**config.mk**
```make
export PLATFORM = sky130hd
export DESIGN_NAME = seq_divider_flat
export DESIGN_NICKNAME = d
export VERILOG_FILES = /design/src/rtl/seq_divider_pkg.sv /design/src/rtl/seq_divider_if.sv /design/src/rtl/seq_divider_div_step.sv /design/src/rtl/seq_divider.sv /design/src/flat_wrapper.sv
export SDC_FILE = /design/constraint.sdc
export NUM_CORES = 1
export LEC_CHECK = 0
export ABC_AREA = 1
export CELL_PAD_IN_SITES_DETAIL_PLACEMENT = 1
export CELL_PAD_IN_SITES_GLOBAL_PLACEMENT = 1
export CORE_UTILIZATION = 24
export CTS_CLUSTER_DIAMETER = 50
export CTS_CLUSTER_SIZE = 10
export DETAILED_ROUTE_END_ITERATION = 16
export HOLD_SLACK_MARGIN = 0.02
export PLACE_DENSITY_LB_ADDON = 0.1
export SYNTH_ARGS = -nofsm -noshare
export SYNTH_HDL_FRONTEND = slang
export SYNTH_SLANG_ARGS = --single-unit
```
**constraint.sdc**
```tcl
create_clock -name clk -period 2.4 [get_ports clk]
set_input_delay 0.36 -clock clk [delete_from_list [all_inputs] [get_ports clk]]
set_output_delay 0.36 -clock clk [all_outputs]
set_load 0.01 [all_outputs]
```
**src/rtl/seq_divider_pkg.sv**
```systemverilog
// Shared state encoding and sizing constants for the sequential divider.
// Signed operation is built in when SEQ_DIVIDER_SIGNED_EN is defined.
package seq_divider_pkg;

  localparam int DIV_WIDTH = 4;
  localparam int DIV_CNT_W = $clog2(DIV_WIDTH);

  typedef enum logic [2:0] {
    IDLE,
    LOAD,
    RUN,
    FIX,
    DONE
  } div_state_t;

  function automatic int cnt_w(input int w);
    return (w > 2) ? $clog2(w) : 1;
  endfunction

endpackage

```
**src/rtl/seq_divider_if.sv**
```systemverilog
// Start/busy/done request bus between an issuing controller and the divider.
// Shared by both builds (SEQ_DIVIDER_SIGNED_EN only changes the divider).
interface seq_divider_if
  import seq_divider_pkg::*;
#(
  parameter int WIDTH = DIV_WIDTH
);

  logic             start;
  logic [WIDTH-1:0] dividend;
  logic [WIDTH-1:0] divisor;
  logic             busy;
  logic             done;
  logic [WIDTH-1:0] quotient;
  logic [WIDTH-1:0] remainder;
  logic             div_by_zero;

  modport master (
    output start, dividend, divisor,
    input  busy, done, quotient,
    input  remainder, div_by_zero
  );

  modport slave (
    input  start, dividend, divisor,
    output busy, done, quotient,
    output remainder, div_by_zero
  );

endinterface

```
**src/rtl/seq_divider_div_step.sv**
```systemverilog
// One restoring-division step: shift in a quotient bit, trial-subtract.
// Identical in both builds (SEQ_DIVIDER_SIGNED_EN does not touch it).
module fulladder (
  input  logic a,
  input  logic b,
  input  logic cin,
  output logic sum,
  output logic cout
);

  assign sum  = a ^ b ^ cin;
  assign cout = (a & b) | (cin & (a ^ b));

endmodule

module div_step #(
  parameter int WIDTH = 4
) (
  input  logic [WIDTH-1:0] rem,
  input  logic             q_msb,
  input  logic [WIDTH-1:0] divisor,
  output logic [WIDTH-1:0] r_next,
  output logic             q_bit,
  output logic             borrow
);

  logic [WIDTH:0]   shifted;
  logic [WIDTH:0]   b;
  logic [WIDTH:0]   diff;
  logic [WIDTH+1:0] carry;
  logic             unused_cout;

  assign shifted  = {rem, q_msb};
  assign b        = ~{1'b0, divisor};
  assign carry[0] = 1'b1;

  for (genvar i = 0; i <= WIDTH; i++) begin : g_fa
    fulladder u_fa (
      .a    (shifted[i]),
      .b    (b[i]),
      .cin  (carry[i]),
      .sum  (diff[i]),
      .cout (carry[i+1])
    );
  end

  assign unused_cout = carry[WIDTH+1];
  assign borrow      = diff[WIDTH];
  assign q_bit       = ~borrow;

  // kept value is always below divisor, so its top bit is zero
  assign r_next = borrow ? shifted[WIDTH-1:0]
                         : diff[WIDTH-1:0];

endmodule

```
**src/rtl/seq_divider.sv**
```systemverilog
// Multi-cycle restoring divider, one quotient bit per clock.
// Define SEQ_DIVIDER_SIGNED_EN for two's-complement operands.
module seq_divider
  import seq_divider_pkg::*;
#(
  parameter int WIDTH = DIV_WIDTH
) (
  input  logic         clk,
  input  logic         rst_n,
  seq_divider_if.slave bus
);

  localparam int CW = cnt_w(WIDTH);
  localparam logic [CW-1:0] CNT_TOP = CW'(WIDTH - 1);
  localparam logic [CW-1:0] CNT_ONE = CW'(1);
`ifdef SEQ_DIVIDER_SIGNED_EN
  localparam div_state_t RUN_EXIT = FIX;
`else
  localparam div_state_t RUN_EXIT = DONE;
`endif

  div_state_t state, state_nx;

  logic [CW-1:0]    cnt;
  logic [WIDTH-1:0] q, r, dvd, dvs;
  logic [WIDTH-1:0] r_nx;
  logic [WIDTH-1:0] quo, rem;
  logic             dbz;
  logic             q_bit;
  logic             unused_borrow;
  logic             last;
`ifdef SEQ_DIVIDER_SIGNED_EN
  logic             neg_q, neg_r;
`endif

  assign last = (cnt == '0);

  div_step #(.WIDTH(WIDTH)) u_step (
    .rem     (r),
    .q_msb   (q[WIDTH-1]),
    .divisor (dvs),
    .r_next  (r_nx),
    .q_bit   (q_bit),
    .borrow  (unused_borrow)
  );

  always_ff @(posedge clk or negedge rst_n) begin
    if (!rst_n) state <= IDLE;
    else        state <= state_nx;
  end

  // zero divisor settles through FIX so done lands two edges after accept
  always_comb begin
    state_nx = state;
    unique case (state)
      IDLE: if (bus.start) state_nx = LOAD;
      LOAD: state_nx = (dvs == '0) ? FIX : RUN;
      RUN:  if (last) state_nx = RUN_EXIT;
      FIX:  state_nx = DONE;
      DONE: state_nx = bus.start ? LOAD : IDLE;
      default: state_nx = IDLE;
    endcase
  end

  always_ff @(posedge clk or negedge rst_n) begin
    if (!rst_n) begin
      cnt <= '0;
      q   <= '0;
      r   <= '0;
      dvd <= '0;
      dvs <= '0;
      quo <= '0;
      rem <= '0;
      dbz <= 1'b0;
`ifdef SEQ_DIVIDER_SIGNED_EN
      neg_q <= 1'b0;
      neg_r <= 1'b0;
`endif
    end else begin
      unique case (state)
        IDLE, DONE: begin
          if (bus.start) begin
            dvd <= bus.dividend;
            dvs <= bus.divisor;
            q   <= bus.dividend;
            r   <= '0;
            cnt <= CNT_TOP;
          end
        end
        LOAD: begin
`ifdef SEQ_DIVIDER_SIGNED_EN
          neg_q <= dvd[WIDTH-1] ^ dvs[WIDTH-1];
          neg_r <= dvd[WIDTH-1];
          if (dvd[WIDTH-1]) q   <= -dvd;
          if (dvs[WIDTH-1]) dvs <= -dvs;
`endif
        end
        RUN: begin
          q   <= {q[WIDTH-2:0], q_bit};
          r   <= r_nx;
          cnt <= cnt - CNT_ONE;
`ifndef SEQ_DIVIDER_SIGNED_EN
          if (last) begin
            quo <= {q[WIDTH-2:0], q_bit};
            rem <= r_nx;
            dbz <= 1'b0;
          end
`endif
        end
        FIX: begin
          if (dvs == '0) begin
            quo <= '1;
            rem <= dvd;
            dbz <= 1'b1;
          end else begin
`ifdef SEQ_DIVIDER_SIGNED_EN
            quo <= neg_q ? -q : q;
            rem <= neg_r ? -r : r;
`else
            quo <= q;
            rem <= r;
`endif
            dbz <= 1'b0;
          end
        end
        default: ;
      endcase
    end
  end

  assign bus.busy        = (state == LOAD) ||
                           (state == RUN)  ||
                           (state == FIX);
  assign bus.done        = (state == DONE);
  assign bus.quotient    = quo;
  assign bus.remainder   = rem;
  assign bus.div_by_zero = dbz;

endmodule

```
**src/flat_wrapper.sv**
```systemverilog
// flat-port wrapper written by rule: the top's interface ports become plain ports
module seq_divider_flat import seq_divider_pkg::*;
#(
  parameter int WIDTH = DIV_WIDTH
)
  (clk, rst_n, bus_start, bus_dividend, bus_divisor, bus_busy, bus_done, bus_quotient, bus_remainder, bus_div_by_zero);
  seq_divider_if #(.WIDTH(WIDTH)) bus_i ();
  input  logic clk;
  input  logic rst_n;
  input wire logic [$bits(bus_i.start)-1:0] bus_start;
  input wire logic [$bits(bus_i.dividend)-1:0] bus_dividend;
  input wire logic [$bits(bus_i.divisor)-1:0] bus_divisor;
  output wire logic [$bits(bus_i.busy)-1:0] bus_busy;
  output wire logic [$bits(bus_i.done)-1:0] bus_done;
  output wire logic [$bits(bus_i.quotient)-1:0] bus_quotient;
  output wire logic [$bits(bus_i.remainder)-1:0] bus_remainder;
  output wire logic [$bits(bus_i.div_by_zero)-1:0] bus_div_by_zero;
  assign bus_i.start = bus_start;
  assign bus_i.dividend = bus_dividend;
  assign bus_i.divisor = bus_divisor;
  assign bus_busy = bus_i.busy;
  assign bus_done = bus_i.done;
  assign bus_quotient = bus_i.quotient;
  assign bus_remainder = bus_i.remainder;
  assign bus_div_by_zero = bus_i.div_by_zero;
  seq_divider #(.WIDTH(WIDTH)) u_core (.clk(clk), .rst_n(rst_n), .bus(bus_i));
endmodule
```
# Word level (Yosys, flattened, before mapping)
# Index checks and enable logic that the tools add are counted.
# Widths: inputs -> output; s select.
[classes]
n_addsub = 1
n_eq_ne = 7
n_mux = 21
reduce_logical = 12
n_bitwise = 23
[ops]
columns = ["cell", "count"]
rows = [
  ["$pmux 4 s2", 4],
  ["$mux 4", 7],
  ["$pmux 3 s5", 1],
  ["$xor 1x1->1", 9],
  ["$reduce_and 2->1", 4],
  ["$and 1x1->1", 7],
  ["$eq 3x2->1 const B", 2],
  ["$mux 3", 2],
  ["$not 4->5", 1],
  ["$logic_not 4->1", 1],
  ["$mux 1", 4],
  ["$ne 2x2->1 const B", 2],
  ["$or 1x1->1", 4],
  ["$pmux 2 s2", 1],
  ["$reduce_bool 2->1", 2],
  ["$eq 3x1->1 const B", 1],
  ["$eq 3x3->1 const B", 1],
  ["$logic_not 3->1", 1],
  ["$logic_not 2->1", 1],
  ["$logic_or 1x1->1", 2],
  ["$mux 2", 1],
  ["$ne 2x1->1 const B", 1],
  ["$not 1->1", 2],
  ["$pmux 1 s2", 1],
  ["other kinds (2)", 2],
]
[totals]
input_bits = 11
regBits = 30

# Longest topological paths before layout
# Gate-level depths: netlist of the first run.
[logic_depth]
depth_word = 13
ltp_mapped = 13
mapped_depth_nobuf = 13

# Modules after synthesis
# A second synthesis of the first run with hierarchy kept.
[unflattened]
cells_unflattened = 195
hier_area_um2 = 1617.8
[modules_own_cells]
columns = ["mod", "seq_area_each_um2", "cells_each", "area_each_um2", "instances"]
rows = [
  ["seq_divider", 750.7, 172, 1450.1, 1],
  ["fulladder", 0.0, 1, 20.0, 5],
  ["div_step", 0.0, 18, 67.6, 1],
]

# Worst setup path after synthesis of the first run
# OpenSTA, ideal clock, no wires.
[synth_timing]
path_type = "reg2reg"
startpoint = "register u_core.q[3]"
endpoint = "register u_core.rem[0], in the netlist u_core.bus.remainder[0]"
n_path_buf = 0
path_slack_ps = 289
required_time_ps = 2284
t_arrival_ps = 1995
path_stages_with_launch = 13
cell_sequence = "dfrtp_1 > inv_1 > ha_1 > fa_1 > inv_1 > fa_1 > fa_1 > nand2_1 > nand3_1 > nand3_1 > nand2_1 > nand2_1 > nand2_1"
[synth_between]
elab_chain_len = 12
word_cells_on_any_way = 14
[synth_rtl]
columns = ["element", "line", "text"]
rows = [
  ["start, declared", "seq_divider.sv:25", "logic [WIDTH-1:0] q, r, dvd, dvs;"],
  ["start signal, assigned", "seq_divider.sv:85", "q <= bus.dividend;"],
  ["start signal, assigned", "seq_divider.sv:99", "q <= {q[WIDTH-2:0], q_bit};"],
  ["$and 1x1->1 / $xor 1x1->1 (equally long branches)", "seq_divider_div_step.sv:12, seq_divider_div_step.sv:11", ""],
  ["$or 1x1->1", "seq_divider_div_step.sv:12", "assign cout = (a & b) | (cin & (a ^ b));"],
  ["$and 1x1->1", "seq_divider_div_step.sv:12", ""],
  ["$or 1x1->1", "seq_divider_div_step.sv:12", ""],
  ["$and 1x1->1", "seq_divider_div_step.sv:12", ""],
  ["$or 1x1->1", "seq_divider_div_step.sv:12", ""],
  ["$and 1x1->1", "seq_divider_div_step.sv:12", ""],
  ["$or 1x1->1", "seq_divider_div_step.sv:12", ""],
  ["$xor 1x1->1", "seq_divider_div_step.sv:11", "assign sum = a ^ b ^ cin;"],
  ["$mux 4 *", "seq_divider_div_step.sv:52", "assign r_next = borrow ? shifted[WIDTH-1:0]"],
  ["$mux 4 *", "seq_divider.sv:103", "if (last) begin"],
  ["$pmux 4 s2 *", "seq_divider.sv:80", "unique case (state)"],
  ["end signal, assigned", "seq_divider.sv:105", "rem <= r_nx;"],
  ["end signal, assigned", "seq_divider.sv:113", "rem <= dvd;"],
  ["end signal, assigned", "seq_divider.sv:121", "rem <= r;"],
  ["end, declared", "seq_divider.sv:27", "logic [WIDTH-1:0] quo, rem;"],
]
# Mark *: on every way between the ends. The rest lies on a longest branch, timed or not. The select of a mux whose other input is x is not followed.
# A chain may end at the register's enable or synchronous reset.

# Final worst setup path of the first run
[layout_timing]
startpoint = "register u_core.q[3]"
endpoint = "register u_core.rem[1], in the netlist u_core.bus.remainder[1]"
[layout_between]
elab_chain_len = 12
word_cells_on_any_way = 14
[layout_rtl]
columns = ["element", "line"]
rows = [
  ["$and 1x1->1 / $xor 1x1->1 (equally long branches)", "seq_divider_div_step.sv:12"],
  ["$or 1x1->1 *", "seq_divider_div_step.sv:12"],
  ["$and 1x1->1", "seq_divider_div_step.sv:12"],
  ["$or 1x1->1", "seq_divider_div_step.sv:12"],
  ["$and 1x1->1", "seq_divider_div_step.sv:12"],
  ["$or 1x1->1", "seq_divider_div_step.sv:12"],
  ["$and 1x1->1", "seq_divider_div_step.sv:12"],
  ["$or 1x1->1", "seq_divider_div_step.sv:12"],
  ["$xor 1x1->1", "seq_divider_div_step.sv:11"],
  ["$mux 4 *", "seq_divider_div_step.sv:52"],
  ["$mux 4 *", "seq_divider.sv:103"],
  ["$pmux 4 s2 *", "seq_divider.sv:80"],
]
# Marked as above.

==> results of run 1 <==
stage by stage:
stage | utilization [%] | cells
after floorplan | - | 181
after global placement | 30.4 | 279
after detailed placement | 30.4 | 279
after CTS | 32.2 | 287
after global routing | 32.8 | 287
final | 32.8 | 287
flip-flops by register name, summed over array words and instances, names as in the netlist:
| register | flops |
|---|---|
| u_core.cnt | 2 |
| u_core.dvd | 4 |
| u_core.bus.remainder | 4 |
| u_core.q | 4 |
| u_core.dvs | 4 |
| u_core.bus.quotient | 4 |
| u_core.state | 3 |
| u_core.r | 4 |
| u_core.bus.div_by_zero | 1 |
worst register-to-register path: cells and delay by family, from the launching register on:
| family | cells | cell delay, ns |
|---|---|---|
| buffers and inverters | 3 | 0.25 |
| adders and majority gates | 4 | 1.11 |
| DFF | 1 | 0.38 |
| and+or+nand+nor | 6 | 0.49 |
area by class of cell:
class	count	area (um2)
Fill cell	722	4050
Multi-Input combinational cell	125	693
Sequential cell	30	751
Timing Repair Buffer	24	233
Clock inverter	3	40.0
Tap cell	75	93.8
Clock buffer	5	68.8
Inverter	25	96.3
routing by layer:
layer	global-route usage, %	routed length [um]	vias to the layer above	part of all wire, %
met5	0	0	-	0
met4	5.71	84	0	2.1
met3	4.33	198	12	4.9
met2	22.7	1880	34	46
met1	18.2	1890	625	47
li1	-	-	644	-
final timing paths:
kind / to / slack (ns) / cells after the start
setup / recovery: u_core.bus.remainder[1] / 0.12 / 13
hold / removal: u_core.bus.quotient[2] / 0.47 / 2
setup reg to reg: u_core.bus.remainder[1] / 0.12 / 13
max in group asynchronous: u_core.state[1] / 1.63 / 2
hold reg to reg: u_core.bus.remainder[3] / 0.49 / 2
min in group clk: u_core.bus.remainder[3] / 0.49 / 2
cells in the final DEF (no fill, tap or decap), types with 2 or more instances in the layout:
cell type        count
buf_4                3
clkinv_2             2
fa_1                 2
dfrtp_1             30
o21ai_0             11
nand3_2              4
nand2_1             47
nor2_1               7
clkbuf_8             5
clkdlybuf4s50_1     21
o211ai_1             2
ha_1                 2
nand2_2              9
inv_2                4
nand3_1             23
o21ai_1             10
inv_1               20
logic make-up (layout without fill, tap and decap cells):
| group | Yosys count | in the layout | synth area share [%] |
|---|---|---|---|
| buffers and inverters | 26 | 57 | 7.08 |
| DFF | 30 | 30 | 49.4 |
| adders and majority gates | 5 | 5 | 5.60 |
| and+or+nand+nor | 95 | 95 | 28.8 |
| AOI/OAI and AO/OA | 25 | 25 | 9.06 |
power groups by stage:
stage	Sequential (uW)	Combinational [uW]	Clock, uW
6_report	895	1560	512
2_1_floorplan	891	976	0
3_5_place_dp	906	1500	0
5_1_grt	923	1790	548
4_1_cts	896	1510	533
3_3_place_gp	891	1470	0
==> flow_summary.yaml, run 1 <==
yosys:
  synth_area_per_cell_um2: 8.39
  ys_types: 21
  syn_inst: 181
  yosys-top-cells-count: "51 x nand2_1, 30 x dfrtp_1, 27 x nand3_1"
  synth_edf_count: 0
  ys_seq_area_share_pct: 49.4
  synth_fp_nets: 197
  ys_dominant_reg_cell: "dfrtp_1"
  yosysTopAreaCell: "dfrtp_1"
  synth-async-reset-ratio_pct: 100
  synth_most_common_cell: "nand2_1"
  yosysWarnings: 0
  synth_top_area_share_pct: 49.4
  synthesis.area_mm2: 0.00152
  synth.area.top_cells: "dfrtp_1 49%, nand2_1 13%, nand3_1 8.9%"
  ys_seq_elements: 30
detailed_routing:
  wirelength_um: 4050
  ant_nets: 0
  drt_iter0_markers: 56
  post_drt_via_cell_ratio: 4.58
  vias: 1315
  drc: 0
  firstDrtPassIters: 4
  wl_per_cell_um: 14.1
worst_setup_path:
  cp.required_ns: 2.63
  crit_arrival_ns: 2.51
  slowest_stage: "dfrtp_1"
  worstSetupPathType: "reg -> reg"
  critical-path-top-delay-family: "adder cells"
  max_stage_delay_ns: 0.38
  crit_fanout: 5
  end_kind: "flip-flop"
  r2r-start: "u_core.q[3]"
  crit_chain: "inv_1 > ha_1 > fa_1 > inv_1 > fa_1 > fa_2 > inv_1 > nand2_2 > nand3_2 > nand3_1 > nand2_1 > nand2_1 > nand2_1"
  crit_start: "u_core.q[3]"
  start_kind: "flip-flop"
  path_buf_inv: 3
power_and_ir_drop:
  swShare_pct: 44.6
  vdd_drop_max_uv: 414
  intPower_uw: 1650
  pwr-share-seq_pct: 30.1
  totalPowerFinal_uw: 2970
  switchingPower_uw: 1320
  p_comb_share_pct: 52.6
  power_density_mw_per_mm2: 1500
  power_frac_clock_pct: 17.2
  power_leakage_uw: 0.000957
final_layout:
  fin_area_mm2: 0.00198
  antenna_cells: 0
  area_growth_pct: 30.1
  drive_gt1_share_pct: 16.5
  nets: 227
floorplanning:
  start_util_pct: 25.2
  io_pins: 22
  die_height_um: 81.6
  core_mm2: 0.00603
  die_area_mm2: 0.00665
  fp-row-count: 28
  die_w_um: 81.6
clock_network:
  cts_setup_buffers: 0
  clk-insertion-delay-late_ns: 0.29
  cts.clk_slew.worst_paths_ns: 0.07
  ctsResizeCount: 0
  ctsHoldBuffers: 0
  clockBufferDepth: 2
  cts_root_buf: "clkbuf_8"
  clock-sinks: 30
  htreeDepth: 2
  numCtsBuffers: 5
  cts_tree: "built"
place:
  portBuffers: 21
  hpwl_um: 3120
  dpl_cell_area_mm2: 0.00183
  gp_congestion: 0.839
  dp_slack_ns: 0.106
sta:
  fmax_ghz: 0.439
  final.setup.worst_slack_ns: 0.123
  hold_viol_final: 0
  worst_slew_pin_slew_ns: 0.410
  period_share_pct: 94.9
  rsz0062_at_grt: "true"
  hold_ws_ns: 0.474
  setup_viol: 0
  skew_ns: 0.00347
  timing.setup.tns_ns: 0
  fin_crit_ns: 2.28
  relSlewSlack_pct: 72.7
  final-max-slew-violation-count: 0
global_routing:
  overflow: 0
  first_global_vias: 1379
  grt_max_degree: 31
  grt_pass1_wl_um: 6960
  antenna_found_initial: 0
  track_usage_pct: 14.4
job:
  drv_cap: 0
worst_hold_path:
  hold_class: "in -> async"
status:
  status: "complete, no violations"
Note: power is estimated with default switching activity, not from simulation.
==> inputs of run 2 (changes only) <==
SLEW_MARGIN = 20   (was default)
==> results of run 2 <==
The final DEF is identical to that of run 1; final timing and power are the same.
